[src/rtl/reg_write_arbiter.sv]
// Four-requester round-robin write arbiter in front of a DEPTH x N register bank.
// One grant per cycle; the granted write is issued as a one-hot enable pulse
// exactly one cycle after its handshake. Out-of-range addresses are accepted
// but dropped and counted.
module reg_write_arbiter #(
   parameter int N     = 16,
   parameter int DEPTH = 8,
   localparam int AW   = (DEPTH > 1) ? $clog2(DEPTH) : 1
) (
   input  logic              clk,
   input  logic              rst_n,
   input  logic [3:0]        req_valid,
   input  logic [4*AW-1:0]   req_addr,
   input  logic [4*N-1:0]    req_data,
   output logic [3:0]        req_ready,
   input  logic              hold,
   output logic [DEPTH-1:0]  wr_en,
   output logic [N-1:0]      wr_data,
   output logic              busy
);

   localparam logic [AW:0] DEPTH_W = (AW+1)'(DEPTH);

   typedef enum logic [1:0] {IDLE, ISSUE, STALL} state_t;

   state_t         state, state_nxt;
   logic [1:0]     ptr;
   logic [1:0]     gidx;
   logic           found;
   logic           hs;
   logic [AW-1:0]  sel_addr;
   logic [N-1:0]   sel_data;
   logic           addr_ok;
   logic           drop_q;
   logic [7:0]     error_drop;

   // Round-robin search: first valid requester starting at ptr.
   always_comb begin
      gidx  = '0;
      found = 1'b0;
      for (int k = 0; k < 4; k++) begin
         if (!found && req_valid[ptr + 2'(k)]) begin
            found = 1'b1;
            gidx  = ptr + 2'(k);
         end
      end
   end

   // Mux out the winner's address/data and check the address range.
   always_comb begin
      sel_addr = req_addr[gidx*AW +: AW];
      sel_data = req_data[gidx*N +: N];
      addr_ok  = ({1'b0, sel_addr} < DEPTH_W);
   end

   // FSM state register.
   always_ff @(posedge clk or negedge rst_n) begin
      if (!rst_n) state <= IDLE;
      else        state <= state_nxt;
   end

   // FSM next state: hold forces STALL from anywhere.
   always_comb begin
      state_nxt = state;
      if (hold) state_nxt = STALL;
      else begin
         case (state)
            IDLE:    state_nxt = hs ? ISSUE : IDLE;
            ISSUE:   state_nxt = hs ? ISSUE : IDLE;
            STALL:   state_nxt = IDLE;
            default: state_nxt = IDLE;
         endcase
      end
   end

   // FSM outputs: grant only outside STALL, with hold low and out of reset.
   always_comb begin
      req_ready = '0;
      if (rst_n && found && !hold && state != STALL) req_ready[gidx] = 1'b1;
      hs = |(req_valid & req_ready);
   end

   // Issue stage: registering the pulse at the handshake edge gives the
   // one-cycle latency and lets reset discard a pending write for free.
   always_ff @(posedge clk or negedge rst_n) begin
      if (!rst_n) begin
         ptr        <= '0;
         wr_en      <= '0;
         wr_data    <= '0;
         drop_q     <= 1'b0;
         error_drop <= '0;
      end else begin
         wr_en  <= '0;
         drop_q <= 1'b0;
         if (hs) begin
            ptr <= gidx + 2'd1;
            if (addr_ok) begin
               wr_en   <= DEPTH'(1) << sel_addr;
               wr_data <= sel_data;
            end else begin
               drop_q <= 1'b1;
               if (error_drop != 8'hFF) error_drop <= error_drop + 8'd1;
            end
         end
      end
   end

   // busy covers both real writes and completing drops.
   always_comb busy = (|wr_en) | drop_q;

endmodule

[config.mk]
export PLATFORM = sky130hd
export DESIGN_NAME = reg_write_arbiter
export DESIGN_NICKNAME = d
export VERILOG_FILES = /design/src/rtl/reg_write_arbiter.sv
export SDC_FILE = /design/constraint.sdc
export NUM_CORES = 1
export LEC_CHECK = 0
export ABC_CLOCK_PERIOD_IN_PS = 5750
export BUFFER_PORTS_ARGS = -buffer_cell sky130_fd_sc_hd__buf_2
export CAP_MARGIN = 20
export CORE_UTILIZATION = 48
export CTS_CLUSTER_SIZE = 24
export DETAILED_ROUTE_END_ITERATION = 12
export PLACE_DENSITY = 0.87
export SYNTH_ARGS = -nofsm -noshare
export SYNTH_HDL_FRONTEND = slang
export SYNTH_SLANG_ARGS = --single-unit
[constraint.sdc]
create_clock -name clk -period 5.75 [get_ports clk]
set_clock_uncertainty 0.15 [all_clocks]
set_input_delay 0 -clock clk [delete_from_list [all_inputs] [get_ports clk]]
set_output_delay 0 -clock clk [all_outputs]
set_load 0.02 [all_outputs]
# Yosys cells after proc, flatten, opt, wreduce, memory -nomap -nowiden

Cells that the tools add are included.

Order comparisons: 6
Reductions and logical operators: 15
Bitwise gates (word level): 1
Muxes and demuxes: 23
$add $sub $neg: 4
Shift-type cells: 3
Equal/unequal tests: 2
Multipliers: 1

Operators by type and width:

| cell                                                        | number |
|---|---|
| indexed part select 64 x 7 -> 16 bit                        | 1 |
| less-than comparator 2 x 3 -> 1 bit (second input constant) | 5 |
| indexed part select 12 x 5 -> 3 bit                         | 1 |
| 2-to-1 mux 1 bit                                            | 11 |
| 2-to-1 mux 2 bit                                            | 5 |
| binary-select mux 1 bit (select 2 bit)                      | 4 |
| 2-to-1 mux 8 bit                                            | 1 |
| OR reduction 8 bit                                          | 1 |
| left shift 1 x 3 -> 8 bit (first input constant)            | 1 |
| logical AND 1 bit                                           | 7 |
| adder 2 x 1 -> 2 bit (second input constant)                | 2 |
| adder 2 bit (second input constant)                         | 2 |
| AND 4 bit                                                   | 1 |
| zero test 1 bit                                             | 4 |
| multiplier 2 x 2 -> 4 bit (second input constant)           | 1 |
| 2-to-1 mux 4 bit                                            | 1 |
| OR reduction 4 bit                                          | 1 |
| demux 1 bit (select 2 bit)                                  | 1 |
| == test 2 x 1 -> 1 bit (second input constant)              | 1 |
| >= comparator 2 x 1 -> 1 bit (second input constant)        | 1 |
| zero test 2 bit                                             | 1 |
| != test 2 bit (second input constant)                       | 1 |
| OR reduction 2 bit                                          | 1 |

Bits of input ports: 83
Register bits after elaboration: 28
Output and inout port bits: 29
Word-level logic and storage cells: 59

# Logic depth before layout (Yosys ltp)

Depth after elaboration: 22
Depth in mapped cells: 12
Mapped depth without buffers: 9

# Least setup slack after synthesis

Ideal clock, no wire load.

Kind: reg-to-reg
Start point: reg ptr[1]
End point: reg wr_data[0]
Library setup time: 0.125 ns
Path slack: 3.153 ns
Data arrival time: 2.323 ns
Stages on the path, launching flop included: 11
Required time: 5.475 ns
Period minus slack after synthesis: 2.597 ns
Buffers on the path: 3
Cells stage by stage: dfrtp_1 > mux2i_1 > nor2_1 > nor3_2 > buf_6 > buf_8 > ha_1 > a22oi_1 > a21boi_1 > buf_4 > mux2_2

Cells in the longest elaborated chain, start to end: 19
Elaborated cells on any way between the ends: 37
Classes of those cells: add/sub: 3; order compare: 2; shift: 1; mux: 19; bitwise: 1; reduce/logical: 11

RTL lines:

| what                                                                         | RTL line | source |
|---|---|---|
| start: declaration                                                           | 27       | `logic [1:0] ptr;` |
| start signal: assignment                                                     | 96       | `ptr <= gidx + 2'd1;` |
| branches (longest 19 deep; another with less-than comparator 2 x 3 -> 1 bit) | --       |  |
| end signal: assignment                                                       | 99       | `wr_data <= sel_data;` |
| end: declaration                                                             | 18       | `output logic [N-1:0] wr_data,` |

Several ways; the timed one is not identified. The select of a mux whose other input is x is not followed.
A chain may end at the register's enable or synchronous reset.

# Final worst setup path

Start point: reg ptr[1]
End point: reg wr_data[7]

Same word-level chain as after synthesis.

==> flow_summary.ini <==
[floorplan]
die_area_mm2 = 0.00429
die_x_um = 65.5
start_util = 0.513
ios = 112
die_h_um = 65.5
core_mm2 = 0.00377
rows = 22

[detailed_routing]
viasPerCell = 5.11
routed_wl_um = 4350
route.antenna.remaining_nets = 0
wl_per_cell_um = 13.4
drcViolationCount = 0
drt_iter0_markers = 72
dr.pass1.iters = 4
vias = 1661

[cts]
clk_pin_slew_worst_paths_ps = 100
worstSkewPairLatency_ps = 270
root_buffer = clkbuf_8
cts_tree = built
cts_resized = 0
htreeDepth = 1
numCtsBuffers = 3
cts_hold_buf = 6
postCtsSetupRepairBufs = 0
cts.sinks = 28
cts_buffer_depth = 2

[synth]
yosys-top-cells-area = dfrtp_1 36%, mux2i_1 27%, mux2_2 9.9%
synth_cell_types = 34
syn_nets = 248
ys.flop_type = dfrtp_1
synth_top_family_by_area = multiplexers
synthCells = 161
synthArstFlopShare = 1.00
netlist_top_cells_count = 53 x mux2i_1, 28 x dfrtp_1, 17 x mux2_2, 5 x nand3_1
synth_edf_count = 0
yosys.area_share.adder = 0.0259
synth-compound-area-share = 0.0479
synth.top_cell.area_share = 0.362
synth_area_per_cell_um2 = 12.0
synth_xor_area_frac = 0
yosysWarningCount = 0
ys_ff_latch = 28
yosys.area_share.simple = 0.125
yosysSeqAreaShare = 0.362
muxShareOfSynthArea = 0.389
synth.most_common_cell = mux2i_1
yosysTopAreaCell = dfrtp_1
synth_area_mm2 = 0.00193

[pwr]
p_sw_frac = 0.393
cellLeakagePower_nw = 1.43
irDropWorstVdd_mv = 0.202
power.density_mw_per_mm2 = 386
power_frac_clock = 0.152
p_sw_mw = 0.399
p_int_mw = 0.618
power_frac_comb = 0.548
power_mw = 1.02
seqPwrFrac = 0.301

[worst_setup_path]
worst_path_max_delay_cell = nor2_4
max_stage_delay_ps = 570
reg2reg_depth = 8
required_ps = 5770
cp_common_cell = mux2i_1
end_kind = register
cp_top_family = buffers and inverters
timing.rr.end = wr_data[7]
path_class = register to register
path_cells = and2_4 -> o211a_4 -> nor2_4 -> buf_4 -> mux2i_1 -> dlygate4sd3_1 -> mux2i_1 -> mux2_2
r2r_setup_slack_ps = 2490
r2r_start = ptr[1]
arrival_ps = 3280
critPathMaxFanout = 23
crit_buf_inv = 2
start_kind = register

[layout]
nNetsFinal = 365
drive_gt1_frac = 0.527
syn2layout_area_growth_pct = 36.2
utilization = 0.699
antenna_cells = 0

[placed_design]
place_hpwl_um = 3530
pre_cts_slack_ps = 2220
globalplace.congestion = 0.785
io_buffers = 111

[global_routing]
grt-ovfl-total = 0
grt_usage = 0.215
grt_pass1_vias = 1575
antenna_found_initial = 0
grt_pass1_wl_um = 7060
grt_max_degree = 30

[min_path]
whs_endpoint = wr_data[3]
hold_depth = 4
hold_class = input port to register
min_from = req_data[3]

[outcome]
violations = hold timing
status = complete, but fails checks

[timing]
drv_slew = 0
tightest_slew_ps = 715
rsz0062_at_grt = no
timing.slew.headroom = 0.522
hold-worst-slack_ps = -1.07
post-route-period-util = 0.568
setup_ws_ps = 2490
hold_violations = 1
min_period_ps = 3260
setup_violations = 0
max_freq_mhz = 306
setup_tns_ps = 0

[flow_run]
cap_violations = 0
through the flow:
step,cells,area (um^2)
final,325,2640
after global routing,325,2640
after CTS,324,2620
after detailed placement,314,2490
after global placement,314,2490
after floorplan,161,1930
placed cells by master (no fill, tap or decap), types with 2 or more instances in the layout:
| cell type | n |
|---|---|
| a22oi_1 | 2 |
| dfrtp_1 | 28 |
| nor2b_1 | 2 |
| nor4_1 | 3 |
| nand2_1 | 2 |
| and3b_1 | 3 |
| ha_1 | 4 |
| inv_1 | 3 |
| o21ai_0 | 2 |
| and2_1 | 4 |
| nor2_1 | 2 |
| mux2_4 | 2 |
| mux2i_1 | 53 |
| mux2_2 | 17 |
| clkbuf_8 | 3 |
| dlygate4sd3_1 | 6 |
| buf_4 | 2 |
| nand3_1 | 5 |
| a21oi_1 | 2 |
| nor3b_1 | 4 |
| buf_2 | 111 |
sequential cells by signal, summed over array words and instances (netlist names):
register and flops:
wr_data 16, wr_en 8, ptr 2, state 2
layer usage:
layer | global-route usage | part of all wire | up-vias
met1 | 0.241 | 0.39 | 762
met4 | 0.0598 | 0.011 | 0
met2 | 0.411 | 0.53 | 75
li1 | - | - | 820
met5 | 0 | 0 | -
met3 | 0.0382 | 0.064 | 4
power groups by stage:
stage                     clock (mW)  combinational, mW  sequential, mW
after floorplan                    0              0.356           0.373
after detailed placement           0              0.556           0.309
after global routing           0.168              0.605           0.315
final                          0.155              0.557           0.306
after global placement             0              0.541           0.306
after CTS                      0.156              0.561           0.307
worst max path at each step:
stage / endpoint / cells after the start / slack (ps) / start
final: wr_data[7] / 8 / 2490 / ptr[1]
after CTS: wr_en[7] / 9 / 2220 / ptr[1]
after detailed placement: wr_en[7] / 9 / 2220 / ptr[1]
after global placement: wr_en[4] / 8 / 2330 / ptr[1]
after floorplan: wr_data[0] / 10 / 3150 / ptr[1]
after global routing: wr_en[3] / 10 / 2290 / ptr[1]
worst min-delay path: cells and delay by family:
kind,cells,cell delay (ps)
buffers and inverters,1,70
multiplexers,3,320
kinds of logic after synthesis:
kind of cell	count (synthesis)
mux	72
simple gates	34
buf+inv	11
compound gates	12
fa+ha+maj	4
flops	28
cell type report:
| type | instances | area, um^2 |
|---|---|---|
| well taps | 48 | 60.1 |
| inverters | 3 | 11.3 |
| fillers | 278 | 1140 |
| clock buffers | 3 | 41.3 |
| clock inverters | 1 | 30.0 |
| repair buffers | 120 | 646 |
| flip-flops and latches | 28 | 701 |
| multi-input cells | 122 | 1150 |
(Power assumes the default switching activity.)
